[src/rtl/fpga_cmd_rx_if.sv]
// SPI link between the ARM (master) and the FPGA command receiver (slave).
// spck/mosi/ncs are asynchronous to the receiver clock; miso is driven back to the ARM.
interface fpga_cmd_rx_if;
  logic spck;
  logic mosi;
  logic ncs;
  logic miso;

  modport master (output spck, output mosi, output ncs, input miso);
  modport slave  (input spck, input mosi, input ncs, output miso);
endinterface

[src/rtl/fpga_cmd_rx.sv]
// SPI command receiver: oversamples the ARM's SPI lines at 13.56 MHz, decodes 16-bit
// command words into conf_word/divisor and shifts a status word back out on miso.
module fpga_cmd_rx (
  input  logic               ck_1356meg,
  input  logic               nreset,
  fpga_cmd_rx_if.slave       spi,
  output logic [7:0]         conf_word,
  output logic [7:0]         divisor,
  output logic               conf_stb,
  output logic               div_stb,
  output logic               frame_err
);

  // [0] = s1, [1] = s2, [2] = s3 (edge-detect delay)
  logic [2:0]  spck_sync_r;
  logic [2:0]  mosi_sync_r;
  logic [2:0]  ncs_sync_r;
  logic [4:0]  bit_cnt_r;
  logic [15:0] shift_reg_r;
  logic [15:0] miso_sr_r;
  logic        miso_r;
  logic [7:0]  conf_word_r;
  logic [7:0]  divisor_r;
  logic [3:0]  err_cnt_r;
  logic        conf_stb_r;
  logic        div_stb_r;
  logic        frame_err_r;

  logic        spck_rise_s;
  logic        spck_fall_s;
  logic        ncs_fall_s;
  logic        ncs_rise_s;
  logic        ncs_low_s;
  logic        shift_en_s;
  logic        readback_en_s;
  logic [15:0] status_s;
  logic [4:0]  bit_cnt_base_s;
  logic [4:0]  bit_cnt_next_s;
  logic        conf_wr_s;
  logic        div_wr_s;
  logic        err_s;
  logic        unused_bits_s;

  assign spck_rise_s   = spck_sync_r[1] & ~spck_sync_r[2];
  assign spck_fall_s   = ~spck_sync_r[1] & spck_sync_r[2];
  assign ncs_fall_s    = ~ncs_sync_r[1] & ncs_sync_r[2];
  assign ncs_rise_s    = ncs_sync_r[1] & ~ncs_sync_r[2];
  assign ncs_low_s     = ~ncs_sync_r[1];
  assign shift_en_s    = spck_rise_s & ncs_low_s;
  assign readback_en_s = spck_fall_s & ncs_low_s & ~ncs_fall_s;
  assign status_s      = {4'b1010, err_cnt_r, conf_word_r};
  assign unused_bits_s = &{1'b0, shift_reg_r[11:8], mosi_sync_r[2]};

  assign spi.miso  = miso_r;
  assign conf_word = conf_word_r;
  assign divisor   = divisor_r;
  assign conf_stb  = conf_stb_r;
  assign div_stb   = div_stb_r;
  assign frame_err = frame_err_r;

  // Synchronise the asynchronous SPI pins into the local clock domain.
  always_ff @(posedge ck_1356meg or negedge nreset) begin
    if (!nreset) begin
      spck_sync_r <= 3'b000;
      mosi_sync_r <= 3'b000;
      ncs_sync_r  <= 3'b111;
    end else begin
      spck_sync_r <= {spck_sync_r[1:0], spi.spck};
      mosi_sync_r <= {mosi_sync_r[1:0], spi.mosi};
      ncs_sync_r  <= {ncs_sync_r[1:0], spi.ncs};
    end
  end

  // Bit counter: a frame start clears first, so a coincident spck rise counts as bit 1.
  always_comb begin
    bit_cnt_base_s = bit_cnt_r;
    bit_cnt_next_s = bit_cnt_r;
    if (ncs_fall_s) begin
      bit_cnt_base_s = 5'd0;
    end else begin
      bit_cnt_base_s = bit_cnt_r;
    end
    if (shift_en_s && (bit_cnt_base_s != 5'd17)) begin
      bit_cnt_next_s = bit_cnt_base_s + 5'd1;
    end else begin
      bit_cnt_next_s = bit_cnt_base_s;
    end
  end

  // Frame decode at ncs rise; only exact 16-bit frames may touch the registers.
  always_comb begin
    conf_wr_s = 1'b0;
    div_wr_s  = 1'b0;
    err_s     = 1'b0;
    if (ncs_rise_s) begin
      case (bit_cnt_r)
        5'd0: begin
          err_s = 1'b0;
        end
        5'd16: begin
          case (shift_reg_r[15:12])
            4'b0001: conf_wr_s = 1'b1;
            4'b0010: div_wr_s  = 1'b1;
            default: err_s     = 1'b0;
          endcase
        end
        default: err_s = 1'b1;
      endcase
    end else begin
      err_s = 1'b0;
    end
  end

  // Frame state, readback shifter and configuration registers.
  always_ff @(posedge ck_1356meg or negedge nreset) begin
    if (!nreset) begin
      bit_cnt_r   <= 5'd0;
      shift_reg_r <= 16'h0000;
      miso_sr_r   <= 16'h0000;
      miso_r      <= 1'b0;
      conf_word_r <= 8'hE0;
      divisor_r   <= 8'h00;
      err_cnt_r   <= 4'd0;
      conf_stb_r  <= 1'b0;
      div_stb_r   <= 1'b0;
      frame_err_r <= 1'b0;
    end else begin
      bit_cnt_r <= bit_cnt_next_s;
      if (shift_en_s) begin
        shift_reg_r <= {shift_reg_r[14:0], mosi_sync_r[1]};
      end
      if (ncs_fall_s) begin
        miso_sr_r <= status_s;
      end else if (readback_en_s) begin
        miso_sr_r <= {miso_sr_r[14:0], 1'b0};
      end
      // miso mirrors the MSB of the readback shifter and idles low outside a frame
      if (!ncs_low_s) begin
        miso_r <= 1'b0;
      end else if (ncs_fall_s) begin
        miso_r <= status_s[15];
      end else if (readback_en_s) begin
        miso_r <= miso_sr_r[14];
      end
      if (conf_wr_s) begin
        conf_word_r <= shift_reg_r[7:0];
      end
      if (div_wr_s) begin
        divisor_r <= shift_reg_r[7:0];
      end
      if (err_s && (err_cnt_r != 4'd15)) begin
        err_cnt_r <= err_cnt_r + 4'd1;
      end
      conf_stb_r  <= conf_wr_s;
      div_stb_r   <= div_wr_s;
      frame_err_r <= err_s;
    end
  end

endmodule

[src/flat_wrapper.sv]
// flat-port wrapper written by rule: the top's interface ports become plain ports
module fpga_cmd_rx_flat 
  (ck_1356meg, nreset, conf_word, divisor, conf_stb, div_stb, frame_err, spi_spck, spi_mosi, spi_ncs, spi_miso);
  fpga_cmd_rx_if spi_i ();
  input  logic ck_1356meg;
  input  logic nreset;
  output logic [7:0] conf_word;
  output logic [7:0] divisor;
  output logic conf_stb;
  output logic div_stb;
  output logic frame_err;
  input wire logic [$bits(spi_i.spck)-1:0] spi_spck;
  input wire logic [$bits(spi_i.mosi)-1:0] spi_mosi;
  input wire logic [$bits(spi_i.ncs)-1:0] spi_ncs;
  output wire logic [$bits(spi_i.miso)-1:0] spi_miso;
  assign spi_i.spck = spi_spck;
  assign spi_i.mosi = spi_mosi;
  assign spi_i.ncs = spi_ncs;
  assign spi_miso = spi_i.miso;
  fpga_cmd_rx u_core (.ck_1356meg(ck_1356meg), .nreset(nreset), .spi(spi_i), .conf_word(conf_word), .divisor(divisor), .conf_stb(conf_stb), .div_stb(div_stb), .frame_err(frame_err));
endmodule
[config.mk]
export PLATFORM = sky130hd
export DESIGN_NAME = fpga_cmd_rx_flat
export DESIGN_NICKNAME = d
export VERILOG_FILES = /design/src/rtl/fpga_cmd_rx_if.sv /design/src/rtl/fpga_cmd_rx.sv /design/src/flat_wrapper.sv
export SDC_FILE = /design/constraint.sdc
export NUM_CORES = 1
export LEC_CHECK = 0
export BUFFER_PORTS_ARGS = -buffer_cell sky130_fd_sc_hd__buf_2
export CAP_MARGIN = 10
export CORE_AREA = 2 2 72 74
export CTS_CLUSTER_SIZE = 25
export DETAILED_ROUTE_END_ITERATION = 10
export DIE_AREA = 0 0 74 76
export GPL_ROUTABILITY_DRIVEN = 0
export HOLD_SLACK_MARGIN = 0.12
export PLACE_DENSITY_LB_ADDON = 0.2
export SLEW_MARGIN = 20
export SYNTH_ARGS = -nofsm -noshare
export SYNTH_HDL_FRONTEND = slang
export SYNTH_SLANG_ARGS = --single-unit
[constraint.sdc]
create_clock -name ck_1356meg -period 5.2 [get_ports ck_1356meg]
set_input_delay 0.26 -clock ck_1356meg [delete_from_list [all_inputs] [get_ports ck_1356meg]]
set_output_delay 0.26 -clock ck_1356meg [all_outputs]
set_load 0.02 [all_outputs]
[Word level (Yosys, flattened, before mapping)]
Index checks and enable logic that the tools add are counted.
Operators by class
  multiplexer cells: 15
  equal/unequal tests: 5
  add/subtract/negate cells: 2
  bitwise operators: 12
  reduce and logical (&&, ||, !) cells: 6
Operator list (count)
  15-bit 2-to-1 mux: 2
  1-bit 2-to-1 mux: 11
  5-bit 2-to-1 mux: 2
  1-bit bitwise AND: 7
  5-bit by 1-bit adder with 5-bit output (second input constant): 1
  5-bit equality test (second input constant): 1
  5-bit zero test: 1
  5-bit != test (second input constant): 1
  1-bit inverter: 5
  4-bit by 1-bit adder with 4-bit output (second input constant): 1
  4-bit by 1-bit equality test with 1-bit output (second input constant): 1
  4-bit by 2-bit equality test with 1-bit output (second input constant): 1
  4-bit != test (second input constant): 1
  3-bit nonzero test: 1
  1-bit logical AND: 2
  2-bit nonzero test: 1
  2-bit OR reduction: 1
Storage, ports and cells
  output and inout bits: 20
  logic and storage cells: 53
  input port bits: 5
  register bits after elaboration: 68

[Logic depth before layout (Yosys ltp)]
Gate-level depths: netlist of the first run.
  depth after elaboration: 7
  gate-level depth with buffers: 7
  depth with buffers taken out: 6

[Worst setup path after synthesis of the first run]
Ideal clock, no wire load.
  path type: flip-flop to flip-flop
  start: register u_core.ncs_sync_r[1]
  end: register u_core.bit_cnt_r[0]
  required time: 5.074 ns
  slack: 3.347 ns
  stages on the path, launching flop included: 8
  setup time: 0.126 ns
  arrival time: 1.727 ns
  clock period less this slack: 1.853 ns
  path buffers: 1
  cells stage by stage: dfstp_2 > nand2b_1 > clkbuf_1 > and2_1 > ha_1 > nand2_1 > o41a_1 > xor2_1
On the way
  word-level cells in the longest chain between the ends: 6
  elaborated cells between the ends (all ways): 8
  those cells by class: add/sub (1); eq/ne (1); mux (2); bitwise (3); reduce/logical (1)
RTL lines
  from (decl): line fpga_cmd_rx.sv:17  | logic [2:0] ncs_sync_r;
  from (signal assigned): line fpga_cmd_rx.sv:70  | ncs_sync_r <= {ncs_sync_r[1:0], spi.ncs};
  1-bit inverter *: line fpga_cmd_rx.sv:46, fpga_cmd_rx.sv:48
  branches (longest 4 deep; another with 5-bit by 1-bit adder with 5-bit output)
  5-bit 2-to-1 mux *: line fpga_cmd_rx.sv:83  | if (shift_en_s && (bit_cnt_base_s != 5'd17)) begin
  named net u_core.bit_cnt_next_s[0]: line fpga_cmd_rx.sv:38  | logic [4:0] bit_cnt_next_s;
  to (signal assigned): line fpga_cmd_rx.sv:128  | bit_cnt_r <= bit_cnt_next_s;
  to (decl): line fpga_cmd_rx.sv:18  | logic [4:0] bit_cnt_r;
Mark *: on every way through the listed nets, which the timed path passes.
A chain may end at the register's enable or synchronous reset.

[Worst setup path after layout of the first run]
  start: register u_core.ncs_sync_r[2]
  end: register u_core.miso_sr_r[3]
On the way
  word-level cells in the longest chain between the ends: 4
  elaborated cells between the ends (all ways): 5
  those cells by class: mux (1); bitwise (3); reduce/logical (1)
RTL lines
  1-bit bitwise AND *: line fpga_cmd_rx.sv:46  | assign ncs_fall_s = ~ncs_sync_r[1] & ncs_sync_r[2];
  1-bit inverter: line fpga_cmd_rx.sv:50  | assign readback_en_s = spck_fall_s & ncs_low_s & ~ncs_fall_s;
  1-bit bitwise AND: line fpga_cmd_rx.sv:50
  2-bit nonzero test (no line)
  to (signal assigned): line fpga_cmd_rx.sv:133  | miso_sr_r <= status_s;
  to (signal assigned): line fpga_cmd_rx.sv:135  | miso_sr_r <= {miso_sr_r[14:0], 1'b0};
  to (decl): line fpga_cmd_rx.sv:20  | logic [15:0] miso_sr_r;
Mark *: on every way between the ends. The rest lies on a longest branch, timed or not.

==> impl_metrics.env, run 1 <==
export IMPL_clk_latency_ns=0.34
export IMPL_fin_setup_tns_ns=0
export IMPL_cts_tree="built"
export IMPL_dp_final_hpwl_mm=3.00
export IMPL_cts_resized=0
export IMPL_final_max_slew_violation_count=0
export IMPL_cpMostUsedCell="mux2_2"
export IMPL_antenna_cells=0
export IMPL_num_io_pins=25
export IMPL_firstDrtPassIters=4
export IMPL_cpPeakStageDelay_ns=0.73
export IMPL_hold_buffers=3
export IMPL_grt_ovfl_total=0
export IMPL_ys_ff_latch=68
export IMPL_cts_root_buffer="clkbuf_8"
export IMPL_grt_pass1_wl_mm=8.49
export IMPL_worst_setup_hold_path_clk_slew_ns=0.07
export IMPL_syn_num_nets=236
export IMPL_p_per_area_nw_per_um2=393
export IMPL_p_total_mw=1.29
export IMPL_leakagePower_nw=1.67
export IMPL_numPortBuffers=24
export IMPL_skew_ns=0.00622
export IMPL_netlist_top_cells_count="dfrtp_1, nand2_1, mux2_2, dfstp_2, inv_1"
export IMPL_required_ns=5.42
export IMPL_critPathSlowestCell="nor2b_1"
export IMPL_end_kind="flip-flop"
export IMPL_crit_path_cell_trace="nor2b_1, mux2_2, mux2_2"
export IMPL_syn_cell_area_um2=2830
export IMPL_design_area_um2=3280
export IMPL_wl_mm=4.77
export IMPL_synthFlopType="dfrtp_1"
export IMPL_fp_dieH_um=76
export IMPL_cts_max_level=3
export IMPL_crit_fanout=11
export IMPL_synthesis_instances=229
export IMPL_antenna_found_initial=0
export IMPL_core_rowCount=26
export IMPL_core_um2=4910
export IMPL_outcome="completed"
export IMPL_synth_area_leaders="dfrtp_1, mux2_2, nand2_1"
export IMPL_syn_area_per_cell_um2=12.4
export IMPL_syn_to_final_growth_pct=16.0
export IMPL_cts_buffers=9
export IMPL_start_util_pct=57.6
export IMPL_first_iter_violations=81
export IMPL_drv_cap=0
export IMPL_drive_gt1_share_pct=34.0
export IMPL_hold_path_class="primary input to asynchronous set/reset pin"
export IMPL_startpoint_type="flip-flop"
export IMPL_grt_setup_unrepaired="no"
export IMPL_max_slew_margin_pct=27.3
export IMPL_die_area_um2=5620
export IMPL_worst_pin_slew_ns=1.09
export IMPL_grt_start_max_net_pins=69
export IMPL_via_per_inst=5.34
export IMPL_nFillCells=344
export IMPL_placed_cell_area_um2=3000
export IMPL_synth_edff_count=0
export IMPL_route_detailed_drc=0
export IMPL_final_hold_violation_count=0
export IMPL_postCtsSetupBuffers=0
export IMPL_finalSetupViolCount=0
export IMPL_peakVddDrop_uv=239
export IMPL_post_drt_wl_per_cell_um=14.2
export IMPL_grt_usage_pct=20.0
export IMPL_max_clock_path_buffers=2
export IMPL_fp_dieW_um=74
export IMPL_cp_arrival_ns=2.40
export IMPL_vias=1790
export IMPL_ys_types=38
export IMPL_synth_most_common_cell="dfrtp_1"
export IMPL_async_flop_share_pct=100
export IMPL_yosysTopAreaCellShare_pct=54.8
export IMPL_ys_warn_count=0
export IMPL_final_setup_worst_slack_ns=3.02
export IMPL_fmax_mhz=459
export IMPL_cts_sinks=68
export IMPL_ys_seq_area_share_pct=60.4
export IMPL_period_minus_slack_ns=2.18
export IMPL_place_ws_ns=3.02
export IMPL_nNetsFinal=267
export IMPL_fin_crit_sh_pct=41.9
export IMPL_crit_type="flip-flop to flip-flop"
export IMPL_grt_pass1_vias=1819
export IMPL_yosysTopAreaCell="dfrtp_1"
export IMPL_postRouteAntennaNets=0
export IMPL_final_util_pct=66.9
==> critical path: cells and delay by family (launching register included) <==
kind / cells / cell delay, ns
and+or+nand+nor: 1 / 0.73
muxes: 2 / 0.69
DFF: 1 / 0.64
==> routing by layer <==
layer	wire length [um]	global-route usage [%]	vias up	part of all wire [%]
met5	0	0	-	0
met4	94	9.09	0	2.0
met3	221	6.88	9	4.6
met2	2250	29.7	43	47
met1	2210	26.3	883	46
li1	-	-	855	-
==> metrics by stage <==
step | cells | hold WS, ns
3_3_place_gp | 316 | 0.335
6_report | 335 | 0.109
3_5_place_dp | 316 | 0.341
4_1_cts | 335 | 0.130
2_1_floorplan | 229 | -0.0356
5_1_grt | 335 | 0.193
==> area by class of cell <==
type	count	area [um2]	share of cell area, %
Inverter	6	22.5	0.686
Sequential cell	68	1710	52.0
Multi-Input combinational cell	147	1060	32.2
Timing Repair Buffer	28	158	4.80
Tap cell	70	87.6	2.67
Clock inverter	4	95.1	2.90
Clock buffer	12	155	4.72
==> sequential cells by signal (all words and copies together), names as in the netlist <==
signal	cells
u_core.conf_word	8
u_core.ncs_sync_r	3
u_core.mosi_sync_r	2
u_core.err_cnt_r	4
u_core.spi.miso	1
u_core.shift_reg_r	16
u_core.spck_sync_r	3
u_core.miso_sr_r	15
u_core.divisor	8
u_core.bit_cnt_r	5
u_core.conf_stb	1
u_core.frame_err	1
u_core.div_stb	1
==> power by group <==
group	total (mW)	leakage [nW]	internal [mW]	switching, mW
clock	0.533	0.127	0.344	0.188
sequential	0.635	0.894	0.583	0.0516
combinational	0.124	0.645	0.0611	0.0630
==> path summary, 6_finish.rpt <==
kind | cells past startpoint | slack (ns) | startpoint | to
setup / recovery | 3 | 3.02 | u_core.ncs_sync_r[2] | u_core.miso_sr_r[3]
hold / removal | 2 | 0.11 | nreset | u_core.shift_reg_r[11]
setup reg to reg | 3 | 3.02 | u_core.ncs_sync_r[2] | u_core.miso_sr_r[3]
hold reg to reg | 0 | 0.36 | u_core.spck_sync_r[0] | u_core.spck_sync_r[1]
max in group asynchronous | 2 | 4.55 | nreset | u_core.miso_sr_r[3]
min in group ck_1356meg | 0 | 0.36 | u_core.spck_sync_r[0] | u_core.spck_sync_r[1]
==> cell usage in the layout, fill, tap and decap left out, types with 2 or more instances in the layout <==
master         Yosys  routed
dfrtp_1           62      62
mux2_2            39      39
mux2i_1            2       2
nand4_2            2       2
clkbuf_8           0      11
a21oi_1            3       3
a31oi_1            3       3
xnor2_1            2       2
nor2b_1            5       5
dfstp_2            6       6
and2_1             2       2
ha_1               2       2
a22oi_1            3       3
bufinv_16          0       3
o21ai_0            5       5
inv_1              6       6
nand3_1            2       2
buf_2              4      24
nand2_1           54      54
dlygate4sd3_1      0       3
nand2b_1           2       2
nor2_1             3       3
nor4_1             2       2
==> cells by family after synthesis <==
family / Yosys count / share of synthesized area [%]
compound gates: 20 / 4.77
xor+xnor: 3 / 0.928
fa+ha+maj: 2 / 0.884
buf+inv: 14 / 2.30
flops: 68 / 60.4
mux: 41 / 16.2
simple gates: 81 / 14.5
No activity file was read; power rests on OpenSTA's default activity.
==> run 2: changes to the inputs <==
CORE_AREA = 2 2 77 79   (was 2 2 72 74)
DIE_AREA = 0 0 79 81   (was 0 0 74 76)
clock period = 2 ns   (was 5.2 ns; I/O delays follow)
==> run 2 against run 1 <==
Count of clock-buffer cells in the layout is 1 lower. Total power is 140% higher. Critical path depth is 2 higher.
==> impl_metrics.env, run 2 (synthesis gave the netlist of run 1 again) <==
export IMPL_grt_pass1_vias=1867
export IMPL_place_ws_ns=0.0989
export IMPL_wl_mm=5.20
export IMPL_largest_reg_flops=16
export IMPL_period_minus_slack_ns=1.83
export IMPL_route_detailed_drc=0
export IMPL_skew_ns=0.00668
export IMPL_placed_cell_area_um2=3080
export IMPL_leakagePower_nw=1.69
export IMPL_grt_setup_unrepaired="no"
export IMPL_final_setup_worst_slack_ns=0.174
export IMPL_grt_usage_pct=18.3
export IMPL_core_rowCount=28
export IMPL_max_slew_margin_pct=65.5
export IMPL_top_regs="u_core.shift_reg_r: 16 flops, u_core.miso_sr_r: 15 flops"
export IMPL_cp_arrival_ns=2.05
export IMPL_fp_dieH_um=81
export IMPL_drive_gt1_share_pct=36.1
export IMPL_peakVddDrop_uv=572
export IMPL_worst_pin_slew_ns=0.518
export IMPL_design_area_um2=3330
export IMPL_first_iter_violations=132
export IMPL_rrSetupSlack_ns=0.17
export IMPL_core_um2=5680
export IMPL_post_drt_wl_per_cell_um=14.8
export IMPL_wl_met2_mm=2.47
export IMPL_outcome="completed"
export IMPL_num_io_pins=25
export IMPL_antenna_cells=0
export IMPL_crit_start="u_core.ncs_sync_r[2]"
export IMPL_max_flop_register="u_core.shift_reg_r"
export IMPL_top_layer="met4"
export IMPL_cts_tree="built"
export IMPL_required_ns=2.22
export IMPL_end_kind="flip-flop"
export IMPL_fmax_mhz=548
export IMPL_timing_rr_start="u_core.ncs_sync_r[2]"
export IMPL_startpoint_type="flip-flop"
export IMPL_nFillCells=501
export IMPL_grt_pass1_wl_mm=8.87
export IMPL_start_util_pct=49.9
export IMPL_grt_ovfl_total=0
export IMPL_fin_hold_ws_ns=0.277
export IMPL_crit_fanout=11
export IMPL_finalSetupViolCount=0
export IMPL_fp_dieW_um=79
export IMPL_dp_final_hpwl_mm=3.50
export IMPL_cts_buffers=9
export IMPL_worst_setup_hold_path_clk_slew_ns=0.07
export IMPL_cts_resized=0
export IMPL_fin_setup_tns_ns=0
export IMPL_routedLengthMet1_mm=2.44
export IMPL_antenna_found_initial=0
export IMPL_clk_latency_ns=0.34
export IMPL_cts_max_level=3
export IMPL_final_common_cell="dfrtp_1"
export IMPL_grt_start_max_net_pins=48
export IMPL_syn_to_final_growth_pct=17.6
export IMPL_cts_sinks=68
export IMPL_timing_rr_end="u_core.miso_sr_r[6]"
export IMPL_via_per_inst=5.24
export IMPL_r2r_cells=5
export IMPL_fin_crit_sh_pct=91.3
export IMPL_crit_type="flip-flop to flip-flop"
export IMPL_final_hold_violation_count=0
export IMPL_numPortBuffers=24
export IMPL_drv_cap=0
export IMPL_mostFrequentLayoutCells="dfrtp_1, nand2_1, mux2_2"
export IMPL_hold_path_class="primary input to asynchronous set/reset pin"
export IMPL_wl_met3_um=177
export IMPL_final_max_slew_violation_count=0
export IMPL_cts_root_buffer="clkbuf_8"
export IMPL_firstDrtPassIters=4
export IMPL_postRouteAntennaNets=0
export IMPL_max_clock_path_buffers=2
export IMPL_nNetsFinal=279
export IMPL_die_area_um2=6400
export IMPL_vias=1846
export IMPL_p_per_area_nw_per_um2=921
-- run 2: cell types whose count changed in the layout (fill, tap and decap cells not counted), sizes merged --
| cell | delta |
|---|---|
| dlygate4sd3 | +1 |
| bufinv | -2 |
| clkbuf | -1 |
| clkinv | +2 |
| buf | +11 |
| clkinvlp | +1 |
-- run 2: report_power, final --
| part | internal [mW] | switching, mW |
|---|---|---|
| Combinational | 0.181 | 0.175 |
| Sequential | 1.52 | 0.122 |
| Clock | 0.570 | 0.503 |
| Total | 2.27 | 0.800 |
-- run 2: layout make-up --
type                            instances  area [um2]  area share (%)
Clock buffer                           11         131            3.95
Tap cell                               75        93.8            2.82
Sequential cell                        68        1710            51.3
Multi-Input combinational cell        147        1060            31.8
Clock inverter                          5        52.6            1.58
Inverter                                6        22.5           0.676
Timing Repair Buffer                   40         263            7.89
-- run 2: critical path: stages, from the launching register on --
cell     delay (ns)
dfstp_2        0.58
buf_4          0.17
nor2b_1        0.14
buf_4          0.21
mux2_2         0.35
mux2_2         0.26
-- run 2: worst max-delay path by stage --
stage                               end  slack [ns]  cells past startpoint
floorplan           u_core.bit_cnt_r[0]        0.15                      7
global route        u_core.bit_cnt_r[0]        0.09                      6
finish              u_core.miso_sr_r[6]        0.17                      5
global placement    u_core.bit_cnt_r[0]        0.17                      7
CTS                 u_core.bit_cnt_r[1]        0.09                      7
detailed placement  u_core.bit_cnt_r[0]         0.1                      7
-- run 2: per-stage QoR --
| step | util [%] | std cells | total power, mW |
|---|---|---|---|
| floorplan | - | 229 | 1.88 |
| global placement | 54.3 | 329 | 2.00 |
| detailed placement | 54.3 | 329 | 2.02 |
| CTS | 58.3 | 349 | 3.10 |
| global route | 58.7 | 352 | 3.24 |
| finish | 58.7 | 352 | 3.07 |
-- run 2: metal layers --
layer  up-vias  track usage (%)
met2        35             28.6
met4         0             9.83
met1       927             24.3
met5         -                0
met3         9             3.78
li1        875                -
-- run 2: timing repair --
| item | in CTS | in global routing |
|---|---|---|
| setup endpoints to repair | 0 | 2 |
| hold buffers | 4 | 0 |
| buffers inserted | 0 | 3 |
| endpoints found under the hold margin | 24 | 0 |
==> run 3: changes to the inputs <==
CELL_PAD_IN_SITES_DETAIL_PLACEMENT = 0   (was not set)
CELL_PAD_IN_SITES_GLOBAL_PLACEMENT = 1   (was not set)
CORE_AREA = 2 2 85 87   (was 2 2 77 79)
DIE_AREA = 0 0 87 89   (was 0 0 79 81)
==> run 3 against run 2 <==
Count of clock-buffer cells in the layout shrank 2. Combinational power decreased by 4%. Sequential share of layout area rose by 0.097 points. Core utilization decreased by 9.2 points. Clock power rose by 5%. Via count is 3.5% lower. Register-to-register slack got worse by 0.08 ns. Highest routed layer unchanged. Critical endpoint is now u_core.bit_cnt_r[0]. First-iteration DRC count is 34% lower. Total power up 1.2%.
==> impl_metrics.env, run 3 (synthesis gave the netlist of run 1 again) <==
export IMPL_outcome="completed"
export IMPL_period_minus_slack_ns=1.91
export IMPL_cts_buffers=9
export IMPL_cp_arrival_ns=2.12
export IMPL_p_total_mw=3.10
export IMPL_final_hold_violation_count=0
export IMPL_drv_cap=0
export IMPL_vias=1782
export IMPL_route_detailed_drc=0
export IMPL_crit_start="u_core.ncs_sync_r[1]"
export IMPL_placed_cell_area_um2=3080
export IMPL_critPathSlowestCell="dfstp_2"
export IMPL_num_io_pins=25
export IMPL_worst_pin_slew_ns=0.421
export IMPL_crit_type="flip-flop to flip-flop"
export IMPL_top_usage_layer="met2"
export IMPL_mostFrequentLayoutCells="dfrtp_1, nand2_1, mux2_2"
export IMPL_cts_root_buffer="clkbuf_8"
export IMPL_grt_use_met1_pct=18.1
export IMPL_wl_mm=5.16
export IMPL_fp_dieH_um=89
export IMPL_max_flop_register="u_core.shift_reg_r"
export IMPL_crit_fanout=13
export IMPL_finalSetupViolCount=0
export IMPL_largest_reg_flops=16
export IMPL_core_um2=6720
export IMPL_crit_family="flip-flops"
export IMPL_cts_tree="built"
export IMPL_timing_rr_start="u_core.ncs_sync_r[1]"
export IMPL_nNetsFinal=275
export IMPL_required_ns=2.22
export IMPL_final_cells=353
export IMPL_syn_to_final_growth_pct=17.4
export IMPL_design_area_um2=3320
export IMPL_top_regs="u_core.shift_reg_r: 16 flops, u_core.miso_sr_r: 15 flops"
export IMPL_fin_crit_sh_pct=95.4
export IMPL_cts_max_level=3
export IMPL_end_kind="flip-flop"
export IMPL_first_iter_violations=87
export IMPL_grt_start_max_net_pins=55
export IMPL_clk_latency_ns=0.34
export IMPL_fp_dieW_um=87
export IMPL_numPortBuffers=24
export IMPL_p_per_area_nw_per_um2=934
export IMPL_place_ws_ns=0.0416
export IMPL_dp_final_hpwl_mm=3.31
export IMPL_cts_sinks=68
export IMPL_drive_gt1_share_pct=36.3
export IMPL_worst_path_buf_inv=0
export IMPL_firstDrtPassIters=4
export IMPL_nFillCells=604
export IMPL_grt_usage_pct=14.6
export IMPL_grt_pass1_vias=1742
export IMPL_hold_path_class="primary input to asynchronous set/reset pin"
export IMPL_max_slew_margin_pct=71.9
export IMPL_final_util_pct=49.5
export IMPL_leakagePower_nw=1.67
export IMPL_start_util_pct=42.1
export IMPL_place_inst=333
export IMPL_final_common_cell="dfrtp_1"
export IMPL_antenna_cells=0
export IMPL_seq_area_um2=1710
export IMPL_grt_pass1_wl_mm=8.47
export IMPL_grt_ovfl_total=0
export IMPL_worst_setup_hold_path_clk_slew_ns=0.08
export IMPL_antenna_found_initial=0
export IMPL_postRouteAntennaNets=0
export IMPL_startpoint_type="flip-flop"
export IMPL_fin_hold_ws_ns=0.203
export IMPL_max_clock_path_buffers=2
export IMPL_post_drt_wl_per_cell_um=14.6
export IMPL_skew_ns=0.00824
export IMPL_multi_input_area_um2=1060
export IMPL_via_per_inst=5.05
export IMPL_use_met3_pct=5.45
export IMPL_final_max_slew_violation_count=0
export IMPL_final_setup_worst_slack_ns=0.0928
export IMPL_die_area_um2=7740
export IMPL_core_rowCount=30
export IMPL_use_met2_pct=23.6
export IMPL_crit_path_cell_trace="nand2b_2, and2_1, ha_1, nand2_1, o41a_1, xor2_1"
export IMPL_peakVddDrop_uv=536
export IMPL_cpPeakStageDelay_ns=0.66
export IMPL_fmax_mhz=524
export IMPL_fin_setup_tns_ns=0
[run 3: changes by cell type in the layout (fill, tap and decap cells not counted), moves of 2 or more]
cell,before,now
buf_4,11,7
clkbuf_1,2,0
clkinv_2,3,1
clkinvlp_4,1,3
inv_6,0,2
[run 3: final timing paths]
kind                                         end  slack, ns  depth (start not counted)
max                          u_core.bit_cnt_r[0]       0.09                          6
max reg2reg                  u_core.bit_cnt_r[0]       0.09                          6
min in group ck_1356meg    u_core.mosi_sync_r[1]       0.35                          0
max in group asynchronous    u_core.conf_word[6]       1.15                          3
min reg2reg                u_core.mosi_sync_r[1]       0.35                          0
min                         u_core.miso_sr_r[13]       0.20                          2
[run 3: cell type report]
type | count | area share, %
sequential | 68 | 51.4
clock inverter | 7 | 2.26
timing repair buffer | 36 | 7.00
tap | 80 | 3.01
clock buffer | 9 | 3.73
inverter | 6 | 0.678
multi-input combinational | 147 | 31.9
[run 3: per-layer routing]
| metal | vias to the layer above | part of all wire (%) |
|---|---|---|
| li1 | 866 | - |
| met1 | 881 | 46 |
| met2 | 31 | 49 |
| met3 | 4 | 3.9 |
| met4 | 0 | 1.0 |
| met5 | - | 0 |
[run 3: power breakdown]
group | internal (mW) | switching [mW]
Clock | 0.581 | 0.539
Combinational | 0.176 | 0.165
Sequential | 1.51 | 0.129
Total | 2.27 | 0.833
[run 3: timing repair]
item                       4_1_cts  5_1_grt
hold endpoints to repair        65        0
setup buffers                    0        0
hold buffers                     4        0
setup endpoints to repair        0        2
gates resized for setup          0        1
